===== config.mk =====
export PLATFORM = sky130hd
export DESIGN_NAME = panel_loader_flat
export DESIGN_NICKNAME = d
export VERILOG_FILES = /design/src/rtl/panel_loader_if.sv /design/src/rtl/panel_loader.sv /design/src/flat_wrapper.sv
export SDC_FILE = /design/constraint.sdc
export NUM_CORES = 1
export LEC_CHECK = 0
export BUFFER_PORTS_ARGS = -buffer_cell sky130_fd_sc_hd__buf_2
export CAP_MARGIN = 20
export CORE_ASPECT_RATIO = 0.8
export CORE_MARGIN = 2
export CORE_UTILIZATION = 55
export DETAILED_ROUTE_END_ITERATION = 16
export MAX_ROUTING_LAYER = met4
export PLACE_DENSITY_LB_ADDON = 0.25
export SKIP_LAST_GASP = 1
export SLEW_MARGIN = 20
export SYNTH_ARGS = -nofsm -noshare
export SYNTH_HDL_FRONTEND = slang
export SYNTH_SLANG_ARGS = --single-unit

===== constraint.sdc =====
create_clock -name clk -period 2.7 [get_ports clk]
set_input_delay 0 -clock clk [delete_from_list [all_inputs] [get_ports clk]]
set_output_delay 0 -clock clk [all_outputs]
set_load 0.1 [all_outputs]

===== src/rtl/panel_loader_if.sv =====
// Host-side handshake and front-panel drive signals of the PDP-8 panel loader.
interface panel_loader_if;
  logic        start;
  logic [11:0] start_addr;
  logic [12:0] word_count;
  logic [11:0] word_data;
  logic        word_valid;
  logic        word_ready;
  logic        abort;
  logic [12:0] panel_sw;
  logic        panel_load_pc;
  logic        panel_deposit;
  logic        busy;
  logic        done;

  modport master (
    output start, start_addr, word_count, word_data, word_valid, abort,
    input  word_ready, panel_sw, panel_load_pc, panel_deposit, busy, done
  );

  modport slave (
    input  start, start_addr, word_count, word_data, word_valid, abort,
    output word_ready, panel_sw, panel_load_pc, panel_deposit, busy, done
  );
endinterface


===== src/rtl/panel_loader.sv =====
// Loads a memory image into a PDP-8 by sequencing the front-panel switches:
// Load PC, one Deposit per word, then Load PC again so the PC points at the image.
module panel_loader #(
  parameter int unsigned HOLD_CYCLES = 10
) (
  input  logic          clk,
  input  logic          btnCpuReset,
  panel_loader_if.slave bus
);

  typedef enum logic [3:0] {
    IDLE, SET_PC, ASSERT_PC, RELEASE_PC, WAIT_WORD, SET_DEP, ASSERT_DEP,
    RELEASE_DEP, SET_RST, ASSERT_RST, RELEASE_RST, DONE
  } state_t;

  localparam logic [7:0] HOLD_RELOAD = 8'(HOLD_CYCLES - 1);

  state_t      state, state_nxt;
  logic [7:0]  hold_cnt;
  logic [11:0] addr_q, data_q;
  logic [12:0] remain_q;
  logic [12:0] sw_q, sw_nxt;
  logic        load_pc_q, deposit_q, ready_q, busy_q, done_q;
  logic        hold_done, xfer;

  assign bus.panel_sw      = sw_q;
  assign bus.panel_load_pc = load_pc_q;
  assign bus.panel_deposit = deposit_q;
  assign bus.word_ready    = ready_q;
  assign bus.busy          = busy_q;
  assign bus.done          = done_q;

  always_comb begin
    state_nxt = state;
    xfer      = 1'b0;
    hold_done = (hold_cnt == '0);
    if (state != IDLE && bus.abort) begin
      state_nxt = IDLE;
    end else begin
      unique case (state)
        IDLE:        if (bus.start && !bus.abort) state_nxt = SET_PC;
        SET_PC:      if (hold_done) state_nxt = ASSERT_PC;
        ASSERT_PC:   if (hold_done) state_nxt = RELEASE_PC;
        RELEASE_PC:  if (hold_done) state_nxt = (remain_q == '0) ? DONE : WAIT_WORD;
        WAIT_WORD: begin
          // word_ready is high exactly while in WAIT_WORD, so valid alone completes the handshake
          if (bus.word_valid) begin
            xfer      = 1'b1;
            state_nxt = SET_DEP;
          end
        end
        SET_DEP:     if (hold_done) state_nxt = ASSERT_DEP;
        ASSERT_DEP:  if (hold_done) state_nxt = RELEASE_DEP;
        RELEASE_DEP: if (hold_done) state_nxt = (remain_q != '0) ? WAIT_WORD : SET_RST;
        SET_RST:     if (hold_done) state_nxt = ASSERT_RST;
        ASSERT_RST:  if (hold_done) state_nxt = RELEASE_RST;
        RELEASE_RST: if (hold_done) state_nxt = DONE;
        DONE:        state_nxt = IDLE;
        default:     state_nxt = IDLE;
      endcase
    end

    // Switch register only changes on entry to a SET_ phase, so it is stable while a button is down
    sw_nxt = sw_q;
    if (state == IDLE && state_nxt == SET_PC) sw_nxt = {1'b0, bus.start_addr};
    if (state_nxt == SET_RST && state != SET_RST) sw_nxt = {1'b0, addr_q};
    if (xfer) sw_nxt = {1'b0, bus.word_data};
  end

  always_ff @(posedge clk or negedge btnCpuReset) begin
    if (!btnCpuReset) begin
      state     <= IDLE;
      hold_cnt  <= '0;
      addr_q    <= '0;
      data_q    <= '0;
      remain_q  <= '0;
      sw_q      <= '0;
      load_pc_q <= 1'b0;
      deposit_q <= 1'b0;
      ready_q   <= 1'b0;
      busy_q    <= 1'b0;
      done_q    <= 1'b0;
    end else begin
      state <= state_nxt;
      if (state_nxt != state)   hold_cnt <= HOLD_RELOAD;
      else if (hold_cnt != '0)  hold_cnt <= hold_cnt - 8'd1;
      if (state == IDLE && state_nxt == SET_PC) begin
        addr_q   <= bus.start_addr;
        remain_q <= bus.word_count;
      end
      if (xfer) begin
        data_q   <= bus.word_data;
        remain_q <= remain_q - 13'd1;
      end
      sw_q      <= sw_nxt;
      load_pc_q <= (state_nxt == ASSERT_PC) || (state_nxt == ASSERT_RST);
      deposit_q <= (state_nxt == ASSERT_DEP);
      ready_q   <= (state_nxt == WAIT_WORD);
      busy_q    <= (state_nxt != IDLE);
      done_q    <= (state_nxt == DONE);
    end
  end

endmodule


===== src/flat_wrapper.sv =====
// flat-port wrapper written by rule: the top's interface ports become plain ports
module panel_loader_flat 
#(
  parameter int unsigned HOLD_CYCLES = 10
)
  (clk, btnCpuReset, bus_start, bus_start_addr, bus_word_count, bus_word_data, bus_word_valid, bus_abort, bus_word_ready, bus_panel_sw, bus_panel_load_pc, bus_panel_deposit, bus_busy, bus_done);
  panel_loader_if bus_i ();
  input  logic clk;
  input  logic btnCpuReset;
  input wire logic [$bits(bus_i.start)-1:0] bus_start;
  input wire logic [$bits(bus_i.start_addr)-1:0] bus_start_addr;
  input wire logic [$bits(bus_i.word_count)-1:0] bus_word_count;
  input wire logic [$bits(bus_i.word_data)-1:0] bus_word_data;
  input wire logic [$bits(bus_i.word_valid)-1:0] bus_word_valid;
  input wire logic [$bits(bus_i.abort)-1:0] bus_abort;
  output wire logic [$bits(bus_i.word_ready)-1:0] bus_word_ready;
  output wire logic [$bits(bus_i.panel_sw)-1:0] bus_panel_sw;
  output wire logic [$bits(bus_i.panel_load_pc)-1:0] bus_panel_load_pc;
  output wire logic [$bits(bus_i.panel_deposit)-1:0] bus_panel_deposit;
  output wire logic [$bits(bus_i.busy)-1:0] bus_busy;
  output wire logic [$bits(bus_i.done)-1:0] bus_done;
  assign bus_i.start = bus_start;
  assign bus_i.start_addr = bus_start_addr;
  assign bus_i.word_count = bus_word_count;
  assign bus_i.word_data = bus_word_data;
  assign bus_i.word_valid = bus_word_valid;
  assign bus_i.abort = bus_abort;
  assign bus_word_ready = bus_i.word_ready;
  assign bus_panel_sw = bus_i.panel_sw;
  assign bus_panel_load_pc = bus_i.panel_load_pc;
  assign bus_panel_deposit = bus_i.panel_deposit;
  assign bus_busy = bus_i.busy;
  assign bus_done = bus_i.done;
  panel_loader #(.HOLD_CYCLES(HOLD_CYCLES)) u_core (.clk(clk), .btnCpuReset(btnCpuReset), .bus(bus_i));
endmodule

Yosys cells after proc, flatten, opt, wreduce, memory -nomap -nowiden
Index checks and enable logic that the tools add are counted.

$add $sub $neg: 2. Equal/unequal tests: 19. Mux-type cells: 25. Reductions and logical operators: 16.

Operators by type and width (number): $mux 13 (5); $mux 4 (14); $pmux 4 s11 (1); $eq 4x3->1 const B (6); $eq 4x4->1 const B (6); $mux 8 (2); $logic_not 13->1 (1); $reduce_bool 13->1 (1); $sub 13x1->13 const B (1); $eq 4x2->1 const B (3); $eq 4x1->1 const B (2); $logic_not 8->1 (1); $reduce_bool 4->1 (2); $reduce_bool 8->1 (1); $sub 8x1->8 const B (1); $logic_and 1x1->1 (4); $logic_not 4->1 (1); $ne 4x4->1 (1); $ne 4x4->1 const B (1); $reduce_bool 2->1 (2); $mux 1 (3); $reduce_bool 3->1 (1); $logic_not 1->1 (1); $logic_or 1x1->1 (1).

Flip-flop bits (word level): 55. Input bits: 42. Output and inout port bits: 18. Logic and storage cells: 72.

Longest topological paths before layout
Gate-level depths: netlist of run 1.

Depth after elaboration: 10. Mapped depth: 10.

Worst setup path after synthesis of run 1
Ideal clock, no wire load.

Kind: flip-flop to flip-flop. Start: reg u_core.hold_cnt[0]. End: reg u_core.sw_q[10] (netlist: u_core.bus.panel_sw[10]). Setup time: 0.125 ns. Data arrival time: 2.272 ns. Slack: 0.303 ns. Cell stages (with the launch flop): 10. Path buffers: 1. Clock period less this slack: 2.397 ns. Cell sequence: dfrtp_1 inv_1 ha_1 or3b_2 o21ai_1 a21oi_2 nor4_1 nand4_2 buf_2 o221a_1.

Longest elaborated chain between the ends: 8. Elaborated cells on any way between the ends: 19.

RTL lines: start, declared (RTL line panel_loader.sv:19) `logic [7:0] hold_cnt;`; start signal, assigned (RTL line panel_loader.sv:86) `else if (hold_cnt != '0) hold_cnt <= hold_cnt - 8'd1;`; $logic_not 8->1 * (RTL line panel_loader.sv:36) `hold_done = (hold_cnt == '0);`; $mux 4 (tied with other cells) (RTL line panel_loader.sv:57) `RELEASE_RST: if (hold_done) state_nxt = DONE;`; $pmux 4 s11 * (RTL line panel_loader.sv:40) `unique case (state)`; $mux 4 * (RTL line panel_loader.sv:37) `if (state != IDLE && bus.abort) begin`; $eq 4x4->1 (RTL line panel_loader.sv:66) `if (state_nxt == SET_RST && state != SET_RST) sw_nxt = {1'b0, addr_q};`; $logic_and 1x1->1 (RTL line panel_loader.sv:66); $mux 13 (RTL line panel_loader.sv:66); $mux 13 (RTL line panel_loader.sv:67) `if (xfer) sw_nxt = {1'b0, bus.word_data};`; end signal, assigned (RTL line panel_loader.sv:95) `sw_q <= sw_nxt;`; end, declared (RTL line panel_loader.sv:22) `logic [12:0] sw_q, sw_nxt;`.

Mark *: on every way between the ends. The rest lies on a longest branch, timed or not. A chain may end at the register's enable or synchronous reset.

Worst setup path after layout of run 1
Start: reg u_core.hold_cnt[0]. End: reg u_core.hold_cnt[3].

Longest elaborated chain between the ends: 6. Elaborated cells on any way between the ends: 18.

RTL lines: $logic_not 8->1 (RTL line panel_loader.sv:36); $mux 4 (tied with other cells) (RTL line panel_loader.sv:57); $pmux 4 s11 (RTL line panel_loader.sv:40); $mux 4 (RTL line panel_loader.sv:37); $ne 4x4->1 (RTL line panel_loader.sv:85) `if (state_nxt != state) hold_cnt <= HOLD_RELOAD;`; $mux 8 / $reduce_bool 2->1 (equally long branches).

Several ways; a longest one is shown, not always the timed one. The select of a mux whose other input is x is not followed.

==> results of run 1 <==
kinds of logic (layout without fill, tap and decap cells):
group	after synthesis	count (layout)	synth area share (%)
xor+xnor	8	8	2.683
fa+ha+maj	3	3	1.298
other cells	1	1	0.1297
simple gates	131	131	23.67
mux	2	2	0.7356
buf+inv	28	113	4.240
compound gates	73	73	20.51
flops	54	54	46.73
cell type report:
type	count	area share [%]
Clock buffer	5	1.905
Clock inverter	3	0.6581
Inverter	10	1.039
Multi-Input combinational cell	218	39.59
Sequential cell	54	37.41
Tap cell	62	2.148
Timing Repair Buffer	95	17.25
per-layer routing:
metal	vias up	global-route usage, %
met3	5	3.929
met1	1184	35.88
met5	-	-
met2	85	39.36
li1	1260	-
met4	0	8.333
state kept, by name (all words and copies together) (netlist names):
signal and flops:
u_core.state 4, u_core.hold_cnt 8, u_core.bus.panel_sw 12, u_core.bus.panel_deposit 1, u_core.bus.busy 1, u_core.bus.done 1
u_core.bus.panel_load_pc 1, u_core.addr_q 12, u_core.remain_q 13, u_core.bus.word_ready 1
stage by stage:
stage / instance area [um2] / utilization (%) / power (mW) / cells
4_1_cts: 3592 / 71.33 / 3.815 / 446
3_5_place_dp: 3279 / 65.12 / 3.325 / 416
2_1_floorplan: 2892 / - / 2.912 / 300
3_3_place_gp: 3279 / 65.12 / 3.278 / 416
6_report: 3612 / 71.73 / 3.823 / 447
5_1_grt: 3612 / 71.73 / 4.068 / 447
how the worst max path moves through the flow:
stage	to	slack [ns]	cells after the start
floorplan	u_core.bus.panel_sw[10]	0.30	9
global placement	u_core.bus.panel_sw[11]	0.25	10
detailed placement	u_core.hold_cnt[0]	0.08	8
CTS	u_core.hold_cnt[3]	0.05	8
global route	u_core.hold_cnt[3]	0.009	9
finish	u_core.hold_cnt[3]	0.16	8
synthesized netlist by cell type (3+ instances only):
master and instances:
xnor2_1 5, o22ai_1 3, nor2_1 22, nor4_1 4
a311oi_1 3, dfrtp_1 54, o22a_1 12, nand3_1 6
a21oi_1 12, clkbuf_1 9, nor3_1 10, o221a_2 4
o21ai_0 7, nand2_1 59, buf_2 5, a211oi_1 3
buf_4 3, o21ai_1 3, nand4_1 4, o221a_1 10
ha_1 3, inv_1 10
worst reg2reg max path: cells and delay by family (launching register included):
family          cells  cell delay, ns
simple gates        2            0.90
compound gates      3            0.64
flops               1            0.41
xor+xnor            1            0.21
fa+ha+maj           1            0.20
buf+inv             1            0.06
what timing repair did:
item,4_1_cts,5_1_grt
hold buffers,22,0
hold endpoints to repair,38,0
endpoints found under the setup margin,0,7
gates resized for setup,0,2
setup buffers,0,1
report_power, final:
group	switching [mW]	internal, mW
Combinational	1.33	0.596
Sequential	0.301	1.13
Clock	0.274	0.186
Total	1.91	1.92
==> impl_metrics.json, run 1 <==
{
  "wire_per_inst_um": 15.70,
  "max_clock_freq_mhz": 393.5,
  "setup_viol": 0,
  "io_pins": 60,
  "max_stage_delay_ns": 0.50,
  "synth-edff-count": 0,
  "grt_antenna_before_repair": 0,
  "wirelength_mm": 7.017,
  "final_cell_mix": "59 x nand2_1, 58 x buf_2, 54 x dfrtp_1",
  "min-delay-start": "bus_word_count[0]",
  "timing.setup.tns_ns": 0,
  "core_area_um2": 5036,
  "multi_input_area_um2": 1430,
  "min_to": "u_core.remain_q[0]",
  "crit_family": "simple AND/OR/NAND/NOR gates",
  "drt_iter0_markers": 129,
  "start_util_pct": 57.42,
  "path_max_fanout": 8,
  "top_layer_used": "met4",
  "clkTransAtPathRegs_ns": 0.10,
  "layout.area.seq_um2": 1351,
  "nets": 429,
  "grt_max_degree": 38,
  "required_ns": 2.89,
  "ys_types": 62,
  "clock_latency_ns": 0.31,
  "finalCritPeriodShare_pct": 94.12,
  "criticalPathCategory": "flop to flop",
  "p_leak_nw": 1.635,
  "die_h_um": 68.85,
  "gp_congestion": 0.8461,
  "grt_pass1_wl_mm": 11.43,
  "syn_area_per_cell_um2": 9.638,
  "finalHoldViolCount": 0,
  "post-route-min-period_ns": 2.541,
  "ys_ff_latch": 54,
  "worstPathCellList": "inv_1 > ha_1 > or3b_2 > o21ai_1 > a21oi_2 > o41ai_4 > xnor2_2 > or3_1",
  "place_hpwl_mm": 4.898,
  "clock-sinks": 54,
  "wl_met3_um": 459,
  "r2r_start": "u_core.hold_cnt[0]",
  "r2r_slack_ns": 0.16,
  "ir_drop_uv": 861.1,
  "power_density_nw_per_um2": 1058,
  "die_w_um": 85.07,
  "rr_worst_depth": 8,
  "slew_violations": 0,
  "n_fill_cell": 383,
  "r2r_end": "u_core.hold_cnt[3]",
  "arrival_ns": 2.73,
  "ctsHtreeMaxLevel": 2,
  "yosys-top-cells-area": "dfrtp_1 47%, nand2_1 7.7%, o221a_1 3.9%, o22a_1 3.6%, nor2_1 2.9%",
  "skew_ns": 0.007789,
  "ys_seq_area_share_pct": 46.73,
  "cts_tree": "yes",
  "worst_slack_ns": 0.1586,
  "hold_depth": 3,
  "antenna_cells": 0,
  "vias": 2534,
  "pre_cts_ws_ns": 0.07859,
  "syn_area_um2": 2892,
  "synth_fp_nets": 345,
  "area_growth_pct": 24.92,
  "fin_hold_ws_ns": 0.01951,
  "synth.top_cell.area_share_pct": 46.73,
  "drc": 0,
  "cts_root_buf": "clkbuf_8",
  "path_buf_inv": 1,
  "cts_buffer_depth": 2,
  "routedLengthMet1_mm": 3.236,
  "numCtsBuffers": 5,
  "async_flop_share_pct": 100.0,
  "rows": 23,
  "overflow": 0,
  "status": "finished, final reports clean",
  "yosys.area.top_type": "dfrtp_1",
  "crit_path_end_kind": "flop",
  "hold_class": "input port to flop",
  "crit_slowest_cell": "or3b_2",
  "drt-pass1-iter-count": 4,
  "cap_violations": 0,
  "tightestPinTransition_ns": 0.5841,
  "grtUsageTotal_pct": 25.77,
  "dieArea_um2": 5857,
  "worstSetupStartpointType": "flop",
  "via_per_inst": 5.669,
  "rsz0062_at_grt": "no",
  "synth_warnings": 0,
  "synth_cells": 300,
  "yosys_most_used_dff": "dfrtp_1",
  "drive_above_1_share_pct": 26.75,
  "slew_headroom_pct": 60.65,
  "io_buffers": 58,
  "first_global_vias": 2439,
  "wl_met2_mm": 3.261,
  "mostFrequentLayoutCell": "nand2_1",
  "drtAntennaViolNets": 0,
  "crit_path_start": "u_core.hold_cnt[0]"
}
(Power assumes the default switching activity.)
==> run 2: changes to the inputs <==
PLACE_DENSITY_LB_ADDON = 0.08   (was 0.25)
==> run 2 against run 1 <==
Core utilization rose by 0.70 points. Setup slack worse by 0.0083 ns. Clock power barely moved. Via count rose by 2.3%. First-iteration DRC count grew 37%. Critical path type unchanged.
==> impl_metrics.json, run 2 (same netlist as run 1, synthesis figures left out) <==
{
  "p_leak_nw": 1.647,
  "io_pins": 60,
  "drtAntennaViolNets": 0,
  "grt_max_degree": 38,
  "finalCritPeriodShare_pct": 94.43,
  "dp_cells": 416,
  "skew_ns": 0.01261,
  "grt_antenna_before_repair": 0,
  "post-route-min-period_ns": 2.550,
  "first_global_vias": 2472,
  "fin_cells": 449,
  "wire_per_inst_um": 15.99,
  "crit_family": "simple AND/OR/NAND/NOR gates",
  "mostFrequentLayoutCell": "nand2_1",
  "hold_class": "input port to flop",
  "final_util_pct": 72.42,
  "max_clock_freq_mhz": 392.2,
  "drt_iter0_markers": 177,
  "via_per_inst": 5.775,
  "vias": 2593,
  "setup_viol": 0,
  "nets": 431,
  "clock-sinks": 54,
  "path_buf_inv": 0,
  "gp_congestion": 0.8919,
  "overflow": 0,
  "area_growth_pct": 26.14,
  "criticalPathCategory": "flop to flop",
  "die_h_um": 68.85,
  "placed_area_um2": 3279,
  "swShare_pct": 49.87,
  "comb_power_share_pct": 51.1,
  "cts_root_buf": "clkbuf_8",
  "cts_buffer_depth": 2,
  "crit_path_end_kind": "flop",
  "report.power.total_mw": 3.912,
  "arrival_ns": 2.75,
  "tightestPinTransition_ns": 0.6597,
  "p_int_mw": 1.961,
  "cts_tree": "yes",
  "grtUsageTotal_pct": 26.41,
  "p_sw_mw": 1.951,
  "wirelength_mm": 7.180,
  "die_w_um": 85.07,
  "drt-pass1-iter-count": 4,
  "finalHoldViolCount": 0,
  "ir_drop_uv": 848.6,
  "slew_violations": 0,
  "fin_area_um2": 3647,
  "grt_pass1_wl_mm": 11.74,
  "seqPwrFrac_pct": 37.0,
  "rows": 23,
  "fin_hold_ws_ns": 0.005096,
  "io_buffers": 58,
  "p_clk_share_pct": 11.8,
  "drive_above_1_share_pct": 27.65,
  "path_max_fanout": 8,
  "worstPathCellList": "nand2_1 > nand2b_1 > o22ai_1 > nand3_1 > a22o_1 > or3_1",
  "dieArea_um2": 5857,
  "place_hpwl_mm": 4.809,
  "clock_latency_ns": 0.32,
  "core_area_um2": 5036,
  "clkTransAtPathRegs_ns": 0.10,
  "crit_slowest_cell": "dfrtp_1",
  "ctsHtreeMaxLevel": 2,
  "antenna_cells": 0,
  "final_cell_mix": "59 x nand2_1, 58 x buf_2, 54 x dfrtp_1",
  "worstSetupStartpointType": "flop",
  "start_util_pct": 57.42,
  "numCtsBuffers": 5,
  "status": "finished, final reports clean",
  "required_ns": 2.90,
  "max_stage_delay_ns": 0.53,
  "slew_headroom_pct": 56.02,
  "largest_reg_flops": 13,
  "cap_violations": 0,
  "power_density_nw_per_um2": 1072,
  "regMostFlops": "u_core.remain_q",
  "drc": 0
}
## run 2: area by class of cell
| type | instances | area (um2) |
|---|---|---|
| Clock inverter | 3 | 21.27 |
| Fill cell | 359 | 1389 |
| Tap cell | 62 | 77.57 |
| Multi-Input combinational cell | 218 | 1453 |
| Timing Repair Buffer | 97 | 638.1 |
| Inverter | 10 | 37.54 |
| Clock buffer | 5 | 68.82 |
| Sequential cell | 54 | 1351 |
## run 2: worst paths after layout
path,from,endpoint,slack [ns],cells past startpoint
min in group asynchronous,btnCpuReset,u_core.hold_cnt[5],0.24,2
setup / recovery,u_core.state[0],u_core.hold_cnt[0],0.15,6
max in group asynchronous,btnCpuReset,u_core.remain_q[8],1.66,3
hold reg to reg,u_core.addr_q[3],u_core.addr_q[3],0.49,2
hold / removal,bus_word_count[2],u_core.remain_q[2],0.005,3
setup reg to reg,u_core.state[0],u_core.hold_cnt[0],0.15,6
## run 2: power by group through the flow
stage	sequential, mW	clock (mW)	combinational (mW)
3_5_place_dp	1.44	0	1.91
6_report	1.45	0.462	2.00
4_1_cts	1.43	0.468	1.94
5_1_grt	1.50	0.503	2.15
2_1_floorplan	2.05	0	0.867
3_3_place_gp	1.43	0	1.87
## run 2: stage by stage
| stage | setup TNS, ns | setup slack [ns] |
|---|---|---|
| after floorplan | 0 | 0.3029 |
| after global placement | 0 | 0.1925 |
| after global routing | -0.01083 | -0.008398 |
| after detailed placement | 0 | 0.1219 |
| after CTS | 0 | 0.09530 |
| final | 0 | 0.1503 |
## run 2: tightest hold or removal path: stages
cell     delay, ns
buf_2         0.08
o21ai_0       0.07
a21oi_1       0.13
## run 2: repair_timing
item,in CTS,in global routing
gates resized for setup,0,6
buffers inserted,0,3
endpoints found under the hold margin,48,0
hold buffers,22,0
endpoints found under the setup margin,0,15
## run 2: routing by layer
layer / part of all wire, % / up-vias / global-route usage (%) / wire (um)
met4: 0.63 / 0 / 7.540 / 45
met2: 46 / 90 / 39.06 / 3278
met5: 0 / - / - / 0
met1: 48 / 1240 / 37.69 / 3416
met3: 6.1 / 4 / 4.762 / 439
li1: - / 1259 / - / -
